===== src/rtl/bram_read_streamer_if.sv =====
// rtl/bram_read_streamer_if.sv - BRAM port-B read bus and output stream bundle
interface bram_read_streamer_if #(
    parameter int ADDR_W = 9,
    parameter int DATA_W = 32
);
    logic              enb;
    logic [ADDR_W-1:0] addrb;
    logic [DATA_W-1:0] doutb;
    logic [DATA_W-1:0] m_data;
    logic              m_valid;
    logic              m_ready;
    logic              m_last;

    modport master (
        output enb, addrb, m_data, m_valid, m_last,
        input  doutb, m_ready
    );

    modport slave (
        input  enb, addrb, m_data, m_valid, m_last,
        output doutb, m_ready
    );
endinterface


===== src/rtl/bram_read_streamer.sv =====
// rtl/bram_read_streamer.sv - sweeps a BRAM window into a credit-limited FIFO stream
// Optional running XOR checksum output enabled by BRS_CHECKSUM_EN.
module bram_read_streamer #(
    parameter int ADDR_W     = 9,
    parameter int DATA_W     = 32,
    parameter int FIFO_DEPTH = 4
) (
    input  logic              CLK_IN1,
    input  logic              RESET,
    input  logic              start,
    input  logic [ADDR_W-1:0] base_addr,
    input  logic [ADDR_W:0]   word_count,
    output logic              busy,
    output logic              done,
`ifdef BRS_CHECKSUM_EN
    output logic [DATA_W-1:0] checksum,
`endif
    bram_read_streamer_if.master bus
);
    localparam int PTR_W = $clog2(FIFO_DEPTH);
    localparam logic [ADDR_W-1:0] ADDR_ONE  = ADDR_W'(1);
    localparam logic [ADDR_W:0]   CNT_ONE   = (ADDR_W+1)'(1);
    localparam logic [PTR_W-1:0]  PTR_ONE   = PTR_W'(1);
    localparam logic [PTR_W:0]    OCC_ONE   = (PTR_W+1)'(1);
    localparam logic [PTR_W+1:0]  CREDIT_MX = (PTR_W+2)'(FIFO_DEPTH);

    typedef enum logic [1:0] {S_IDLE, S_RUN, S_DRAIN, S_FIN} state_t;

    state_t            r_state;
    state_t            w_next;
    logic [ADDR_W-1:0] r_cur;
    logic [ADDR_W:0]   r_count;
    logic [ADDR_W:0]   r_issued;
    logic [ADDR_W:0]   r_popped;
    logic              r_inflight;
    logic [DATA_W-1:0] r_mem [FIFO_DEPTH];
    logic [PTR_W-1:0]  r_wr_ptr;
    logic [PTR_W-1:0]  r_rd_ptr;
    logic [PTR_W:0]    r_occ;

    logic              w_start_ok;
    logic              w_issue;
    logic              w_push;
    logic              w_valid;
    logic              w_pop;
    logic              w_pop_last;
    logic [PTR_W+1:0]  w_credit_used;

    assign w_start_ok    = (r_state == S_IDLE) && start;
    // Outstanding credit counts the word still in the BRAM pipeline so the FIFO can never overflow.
    assign w_credit_used = {1'b0, r_occ} + {{(PTR_W+1){1'b0}}, r_inflight};
    assign w_issue       = (r_state == S_RUN) && (r_issued < r_count) && (w_credit_used < CREDIT_MX);
    assign w_push        = r_inflight;
    assign w_valid       = (r_occ != '0);
    assign w_pop         = w_valid && bus.m_ready;
    assign w_pop_last    = w_pop && bus.m_last;

    assign bus.enb     = w_issue;
    assign bus.addrb   = r_cur;
    assign bus.m_valid = w_valid;
    assign bus.m_data  = w_valid ? r_mem[r_rd_ptr] : '0;
    assign bus.m_last  = w_valid && (r_popped == (r_count - CNT_ONE));
    assign busy        = (r_state == S_RUN) || (r_state == S_DRAIN);
    assign done        = (r_state == S_FIN);

    always_comb begin
        w_next = r_state;
        case (r_state)
            S_IDLE:  if (start) w_next = (word_count == '0) ? S_FIN : S_RUN;
            S_RUN:   if (r_issued == r_count) w_next = S_DRAIN;
            S_DRAIN: if (w_pop_last) w_next = S_FIN;
            S_FIN:   w_next = S_IDLE;
            default: w_next = S_IDLE;
        endcase
    end

    always_ff @(posedge CLK_IN1) begin
        if (RESET) begin
            r_state    <= S_IDLE;
            r_cur      <= '0;
            r_count    <= '0;
            r_issued   <= '0;
            r_popped   <= '0;
            r_inflight <= 1'b0;
            r_wr_ptr   <= '0;
            r_rd_ptr   <= '0;
            r_occ      <= '0;
        end else begin
            r_state    <= w_next;
            r_inflight <= w_issue;
            if (w_start_ok) begin
                r_cur    <= base_addr;
                r_count  <= word_count;
                r_issued <= '0;
                r_popped <= '0;
            end else begin
                if (w_issue) begin
                    r_cur    <= r_cur + ADDR_ONE;
                    r_issued <= r_issued + CNT_ONE;
                end
                if (w_pop) r_popped <= r_popped + CNT_ONE;
            end
            if (w_push) r_wr_ptr <= r_wr_ptr + PTR_ONE;
            if (w_pop)  r_rd_ptr <= r_rd_ptr + PTR_ONE;
            case ({w_push, w_pop})
                2'b10:   r_occ <= r_occ + OCC_ONE;
                2'b01:   r_occ <= r_occ - OCC_ONE;
                default: r_occ <= r_occ;
            endcase
        end
    end

    always_ff @(posedge CLK_IN1) begin
        if (w_push) r_mem[r_wr_ptr] <= bus.doutb;
    end

`ifdef BRS_CHECKSUM_EN
    logic [DATA_W-1:0] r_checksum;

    always_ff @(posedge CLK_IN1) begin
        if (RESET || w_start_ok) r_checksum <= '0;
        else if (w_pop)          r_checksum <= r_checksum ^ bus.m_data;
    end

    assign checksum = r_checksum;
`endif
endmodule


===== src/flat_wrapper.sv =====
// flat-port wrapper written by rule: the top's interface ports become plain ports
module bram_read_streamer_flat 
#(
    parameter int ADDR_W     = 9,
    parameter int DATA_W     = 32,
    parameter int FIFO_DEPTH = 4
)
  (CLK_IN1, RESET, start, base_addr, word_count, busy, done, bus_enb, bus_addrb, bus_m_data, bus_m_valid, bus_m_last, bus_doutb, bus_m_ready);
  bram_read_streamer_if #(.ADDR_W(ADDR_W), .DATA_W(DATA_W)) bus_i ();
  input  logic CLK_IN1;
  input  logic RESET;
  input  logic start;
  input  logic [ADDR_W-1:0] base_addr;
  input  logic [ADDR_W:0] word_count;
  output logic busy;
  output logic done;
  output wire logic [$bits(bus_i.enb)-1:0] bus_enb;
  output wire logic [$bits(bus_i.addrb)-1:0] bus_addrb;
  output wire logic [$bits(bus_i.m_data)-1:0] bus_m_data;
  output wire logic [$bits(bus_i.m_valid)-1:0] bus_m_valid;
  output wire logic [$bits(bus_i.m_last)-1:0] bus_m_last;
  input wire logic [$bits(bus_i.doutb)-1:0] bus_doutb;
  input wire logic [$bits(bus_i.m_ready)-1:0] bus_m_ready;
  assign bus_enb = bus_i.enb;
  assign bus_addrb = bus_i.addrb;
  assign bus_m_data = bus_i.m_data;
  assign bus_m_valid = bus_i.m_valid;
  assign bus_m_last = bus_i.m_last;
  assign bus_i.doutb = bus_doutb;
  assign bus_i.m_ready = bus_m_ready;
  bram_read_streamer #(.ADDR_W(ADDR_W), .DATA_W(DATA_W), .FIFO_DEPTH(FIFO_DEPTH)) u_core (.CLK_IN1(CLK_IN1), .RESET(RESET), .start(start), .base_addr(base_addr), .word_count(word_count), .busy(busy), .done(done), .bus(bus_i));
endmodule

===== config.mk =====
export PLATFORM = sky130hd
export DESIGN_NAME = bram_read_streamer_flat
export DESIGN_NICKNAME = d
export VERILOG_FILES = /design/src/rtl/bram_read_streamer_if.sv /design/src/rtl/bram_read_streamer.sv /design/src/flat_wrapper.sv
export SDC_FILE = /design/constraint.sdc
export NUM_CORES = 1
export LEC_CHECK = 0
export ABC_CLOCK_PERIOD_IN_PS = 2500
export BUFFER_PORTS_ARGS = -buffer_cell sky130_fd_sc_hd__buf_2
export CAP_MARGIN = 40
export CELL_PAD_IN_SITES_DETAIL_PLACEMENT = 2
export CELL_PAD_IN_SITES_GLOBAL_PLACEMENT = 2
export CORE_AREA = 2 2 150 152
export CTS_CLUSTER_SIZE = 20
export DETAILED_ROUTE_END_ITERATION = 12
export DIE_AREA = 0 0 152 154
export MAX_ROUTING_LAYER = met4
export PLACE_DENSITY = 0.73
export SLEW_MARGIN = 40
export SYNTH_ARGS = -nofsm -noshare
export SYNTH_HDL_FRONTEND = slang
export SYNTH_SLANG_ARGS = --single-unit

===== constraint.sdc =====
create_clock -name CLK_IN1 -period 2.5 [get_ports CLK_IN1]
set_clock_uncertainty 0.1 [all_clocks]
set_input_delay 0.25 -clock CLK_IN1 [delete_from_list [all_inputs] [get_ports CLK_IN1]]
set_output_delay 0.25 -clock CLK_IN1 [all_outputs]
set_load 0.01 [all_outputs]

# Yosys cells after proc, flatten, opt, wreduce, memory -nomap -nowiden
# Memories as Yosys holds them, arrays and structs flattened. A register that Yosys moved wholly into a read port is not among the register bits.
# Cells that the tools add are included.
word_totals:
  regBits: 49
  ram_bits: 128
  in_bits: 55
  output_inout_bits: 46
  wordCells: 58
  n_memories: 1
classes:
  n_addsub: 9
  magnitude_cmp: 2
  n_eq_ne: 10
  mux: 13
  reduce_logical: 14
mem_list:
  columns: ["name", "words", "word_bits", "rd", "rd_clocked_by_memory_dff", "write_ports", "line", "source"]
  rows:
  - ["u_core.r_mem", 4, 32, 1, 1, 1, "bram_read_streamer.sv:36", "logic [DATA_W-1:0] r_mem [FIFO_DEPTH];"]
ops:
  columns: ["operator", "count"]
  rows:
  - ["32-bit 2-to-1 mux", 1]
  - ["10-bit by 1-bit adder with 10-bit output (second input constant)", 2]
  - ["10-bit equality test", 2]
  - ["9-bit 2-to-1 mux", 2]
  - ["2-bit 2-to-1 mux", 6]
  - ["10-bit zero test", 1]
  - ["10-bit < comparator", 1]
  - ["10-bit by 1-bit subtractor with 10-bit output (second input constant)", 1]
  - ["9-bit by 1-bit adder with 9-bit output (second input constant)", 1]
  - ["2-bit one-hot mux with 4 select lines", 1]
  - ["2-bit equality test (second input constant)", 3]
  - ["1-bit logical AND", 6]
  - ["3-bit one-hot mux with 2 select lines", 1]
  - ["2-bit by 1-bit adder with 2-bit output (second input constant)", 2]
  - ["3-bit by 1-bit adder with 4-bit output", 1]
  - ["2-bit by 1-bit equality test with 1-bit output (second input constant)", 2]
  - ["4-bit by 3-bit < comparator with 1-bit output (second input constant)", 1]
  - ["2-bit inequality test (second input constant)", 2]
  - ["2-bit nonzero test", 2]
  - ["3-bit by 1-bit adder with 3-bit output (second input constant)", 1]
  - ["3-bit AND reduction", 1]
  - ["3-bit nonzero test", 1]
  - ["3-bit by 1-bit subtractor with 3-bit output (second input constant)", 1]
  - ["2-bit zero test", 1]
  - ["other kinds (4)", 5]

# Longest topological paths before layout
depth:
  ltp_word: 6
  depth_mapped: 10
  depth_no_buf: 9

# Worst setup path before layout
# Ideal clock, no wire load.
synth_path:
  path_kind: "register to register"
  from: "reg u_core.r_count[5]"
  to: "reg u_core.r_cur[0] (netlist: u_core.bus.addrb[0])"
  setup_time_ps: 86
  arrival_time_ps: 2296
  required_ps: 2314
  path_slack_ps: 18
  path_stages_with_launch: 11
  path_buffers: 1
  synth_period_minus_slack_ps: 2482
  cell_sequence: "dfxtp_1 inv_1 ha_1 and3_1 or3b_2 o221ai_2 or2_0 buf_2 inv_1 xnor2_1 a211oi_1"
synth_between:
  elab_chain_len: 4
synth_rtl:
  columns: ["item", "line", "source"]
  rows:
  - ["start, declared", "bram_read_streamer.sv:32", "logic [ADDR_W:0] r_count;"]
  - ["start signal, assigned", "bram_read_streamer.sv:93", "r_count <= word_count;"]
  - ["10-bit < comparator", "bram_read_streamer.sv:52", "assign w_issue = (r_state == S_RUN) && (r_issued < r_count) && (w_credit_used < CREDIT_MX);"]
  - ["1-bit logical AND (2 in series)", "bram_read_streamer.sv:52", null]
  - ["via bus_enb", "flat_wrapper.sv:17", "output wire logic [$bits(bus_i.enb)-1:0] bus_enb;"]
  - ["2-bit nonzero test (no source line)", null, null]
  - ["end signal, assigned", "bram_read_streamer.sv:92", "r_cur <= base_addr;"]
  - ["end signal, assigned", "bram_read_streamer.sv:98", "r_cur <= r_cur + ADDR_ONE;"]
  - ["end, declared", "bram_read_streamer.sv:31", "logic [ADDR_W-1:0] r_cur;"]
# The timed path passes the listed nets, and every way through them passes these cells.
# A chain may end at the register's enable or synchronous reset.

# Worst setup path after layout
layout_path:
  from: "reg u_core.r_count[4]"
  to: "out bus_enb"
layout_between:
  elab_chain_len: 3
layout_rtl:
  columns: ["item", "line"]
  rows:
  - ["10-bit < comparator", "bram_read_streamer.sv:52"]
  - ["1-bit logical AND (2 in series)", "bram_read_streamer.sv:52"]
  - ["end, declared", "flat_wrapper.sv:17"]
# No other way between the ends.

==> summary.log <==
[setup_path] arrival time worst endpoint 2.25 ns
[synthesis] fraction of registers with async set or reset after synthesis 0
[setup_path] length in cells of the worst reg-to-reg path 9
[setup_path] delay contributed by the slowest stage of the critical path 0.39 ns
[setup_path] critical path startpoint u_core.r_count[4]
[global_route] global route overflow 0
[sta] count of endpoints failing setup in the final report 4
[clock_tree] worst skew pair latency 0.43 ns
[pwr] static leakage power 3.74 nW
[global_route] via count of the first global-routing pass 5,893
[detailed_routing] length of the first detailed-routing pass in iterations 4
[layout] fraction of layout instances using a drive strength above 1 0.338
[synthesis] number of nets produced by synthesis 637
[layout] Finished Cell Area 10,100 um^2
[sta] slew at the pin with the worst max-slew slack 0.565 ns
[sta] max-slew violation total from the final report 0
[detailed_routing] antenna violation net count after detailed routing 0
[setup_path] Data required, critical path 2.15 ns
[detailed_routing] routed vias/inst 5.03
[global_route] first-pass GRT wire length 33,400 um
[setup_path] cells along the critical path inv_2, ha_4, and3_4, or3b_4, o221ai_4, or2_4, inv_4, buf_6
[sta] fmax 384 MHz
[setup_path] launch instance of the worst register-to-register path u_core.r_count[4]
[floorplanning] FP Rows 54
[pwr] worst vdd ir 0.405 mV
[hold_path] Hold Crit Class primary input to flop
[synthesis] number of distinct standard cells referenced by the synthesized netlist 48
[layout] area overhead of the layout relative to synthesis 30.7%
[synthesis] gate count of the mapped netlist 557
[setup_path] Worst Setup Start Kind flop
[detailed_routing] DRC 0
[floorplanning] initial cell density of the core 0.357
[synthesis] Top FF cell, synth edfxtp_1
[setup_path] critical path endpoint bus_enb
[setup_path] R2R Path End u_core.r_issued[9]
[layout] Register Area 4880 um^2
[global_route] routing layer with the top usage in global route met2
[setup_path] crit end category primary output
[global_route] All-Layer GR Usage 0.191
[synthesis] fraction of the yosys area taken by sequential cells 0.628
[place] detailed-placement wirelength estimate 14,200 um
[setup_path] largest fanout on the critical path 3
[sta] share of the clock period used by the worst path after layout 1.04
[global_route] antenna violations before repair 0
[sta] post-layout min period 2.60 ns
[status] result of the run finished with violations
[pwr] Final Total Pwr 8.89 mW
[status] violations in the final reports setup timing
[sta] setup slack of the critical path after layout -0.105 ns
[global_route] largest net degree at the start of global routing 34
[detailed_routing] Iteration-0 DRC Markers 222
[clock_tree] number of buffers on the longest clock path 2
[global_route] met3 usage 0.0352
[floorplanning] Chip Width 152 um
[clock_tree] number of clock buffers inserted by TritonCTS 17
[run] number of maximum-capacitance constraint violations 0
[layout] multi-input combinational cell area 2920 um^2
[clock_tree] CTS tree yes
[clock_tree] clock root buffer clkbuf_16
[synthesis] synthesis warning total 0
[clock_tree] post-CTS clock slew at the launch and capture registers of the worst setup and hold paths 0.08 ns
[clock_tree] CTS H-tree depth 4
[place] routability congestion estimate 0.845
[synthesis] average footprint of a synthesized cell 13.9 um^2
[synthesis] area of the mapped netlist 7750 um^2
[sta] headroom to the max-slew limit 0.623
[global_route] met1 layer usage reported by global route 0.227
[pwr] power density normalized to cell area 878 nW/um^2
[synthesis] FF+latch count, synth 179
[place] Setup Slack @ Placement -0.204 ns
[setup_path] critical path class flop to primary output
[layout] count of nets after finishing 816
[setup_path] setup slack of the most critical reg-to-reg path -0.04 ns
[layout] Filler Cells Inserted 2,120
[sta] unrepaired setup endpoints after global routing yes
[place] placed cell area 8790 um^2
[detailed_routing] vias 5,175
[detailed_routing] DR WL/cell 20.8 um
[floorplanning] core outline area 21,700 um^2
[synthesis] EDFF count, synth 128
[setup_path] master of the slowest instance on the critical path or3b_4
[global_route] met2 global-route usage 0.337
[clock_tree] clk sinks 179
[floorplanning] height of the die 154 um
[detailed_routing] final WL 21,300 um
[layout] antenna cell count 0
[sta] count of endpoints failing hold in the final timing report 0
[place] input/output buffers 100
[floorplanning] number of placed I/O pins 101
[floorplanning] total die area 23,400 um^2
==> report_power, final <==
part           internal (mW)  switching [mW]
logic                   1.24            1.46
registers               3.43           0.158
clock network           1.34            1.26
total                   6.01            2.88
==> layer usage <==
| layer | vias up | wire length, um |
|---|---|---|
| li1 | 2417 | - |
| met1 | 2628 | 9070 |
| met2 | 114 | 11400 |
| met3 | 16 | 697 |
| met4 | 0 | 193 |
| met5 | - | 0 |
==> metrics by stage <==
step / setup TNS [ns] / instances / utilization / hold slack, ns
3_3_place_gp: -0.00335 / 947 / 0.405 / 0.360
2_1_floorplan: 0 / 557 / - / 0.249
6_report: -0.249 / 1028 / 0.467 / 0.0241
5_1_grt: -0.700 / 1028 / 0.467 / 0.0290
4_1_cts: -0.187 / 1024 / 0.459 / 0.00261
3_5_place_dp: -0.509 / 947 / 0.405 / 0.371
==> area by class of cell <==
class | count | share of cell area
flip-flops and latches | 179 | 0.481
multi-input cells | 330 | 0.288
repair buffers | 185 | 0.129
clock buffers | 17 | 0.0420
well taps | 280 | 0.0346
clock inverters | 14 | 0.0151
inverters | 23 | 0.00902
==> synthesized netlist by cell type, types with 2 or more instances <==
master | n | area share
inv_1 | 23 | 0.011
nand2b_1 | 2 | 0.0016
nand3_1 | 5 | 0.0032
mux4_2 | 32 | 0.093
nor2_1 | 38 | 0.018
o21ai_0 | 6 | 0.0039
nor3_1 | 10 | 0.0065
nor2b_1 | 3 | 0.0024
a41o_1 | 2 | 0.0026
nor4_1 | 6 | 0.0048
nor3b_1 | 6 | 0.0058
xor2_1 | 15 | 0.017
a21o_1 | 2 | 0.0019
a31oi_1 | 2 | 0.0016
buf_2 | 6 | 0.0039
nand2_1 | 40 | 0.019
and3_1 | 6 | 0.0048
and2_1 | 42 | 0.034
clkbuf_1 | 16 | 0.0078
a21oi_1 | 23 | 0.015
ha_1 | 24 | 0.039
buf_1 | 3 | 0.0015
edfxtp_1 | 128 | 0.50
a211oi_1 | 7 | 0.0068
nand4_1 | 9 | 0.0073
or3_1 | 5 | 0.0040
xnor2_1 | 23 | 0.026
dfxtp_1 | 51 | 0.13
mux2i_1 | 3 | 0.0039
==> timing repair <==
item                                   4_1_cts  5_1_grt
endpoints found under the hold margin      138        0
hold buffers                                42        0
setup endpoints to repair                   14       10
buffers inserted                             4        4
resized for setup                           29       29
pin swaps                                    8       19
==> how the worst min path moves through the flow <==
stage	cells after the start	slack, ns	startpoint	to
4_1_cts	3	0.003	base_addr[5]	u_core.bus.addrb[5]
2_1_floorplan	0	0.25	bus_doutb[0]	u_core.r_mem[0][0]
5_1_grt	3	0.03	base_addr[5]	u_core.bus.addrb[5]
3_3_place_gp	1	0.36	bus_doutb[7]	u_core.r_mem[0][7]
6_report	3	0.02	base_addr[5]	u_core.bus.addrb[5]
3_5_place_dp	1	0.37	bus_doutb[10]	u_core.r_mem[2][10]
==> critical path, delay by kind of cell, from the launching register on <==
family / cells / cell delay, ns
and+or+nand+nor: 3 / 0.78
AOI/OAI and AO/OA: 1 / 0.22
adders and majority gates: 1 / 0.28
buffers and inverters: 3 / 0.20
DFF: 1 / 0.35
==> cell families (layout without fill, tap and decap cells) <==
logic type,Yosys count,after routing,synth area share
adders and majority gates,25,25,0.0414
AOI/OAI and AO/OA,52,52,0.0444
and+or+nand+nor,179,179,0.121
buffers and inverters,48,239,0.0242
DFF,179,179,0.628
muxes,36,36,0.0984
xor gates and xnor gates,38,38,0.0430
==> placed cells by master (no fill, tap or decap), types with 20 or more instances in the layout <==
master	Yosys	layout
xnor2_1	23	22
a21oi_1	23	22
buf_4	0	33
nand2_1	40	40
dlygate4sd3_1	0	42
and2_1	42	37
nor2_1	38	37
ha_1	24	20
buf_2	6	98
edfxtp_1	128	128
dfxtp_1	51	44
mux4_2	32	32
==> registers in the layout, summed over array words and instances, names as in the netlist, named ones only <==
name and cells:
u_core.r_popped 10, u_core.r_inflight 1, u_core.r_rd_ptr 2, u_core.r_wr_ptr 2, u_core.r_state 2, u_core.bus.addrb 9, u_core.r_mem 128, u_core.r_issued 10
u_core.r_count 10, u_core.r_occ 3
(Power assumes the default switching activity.)
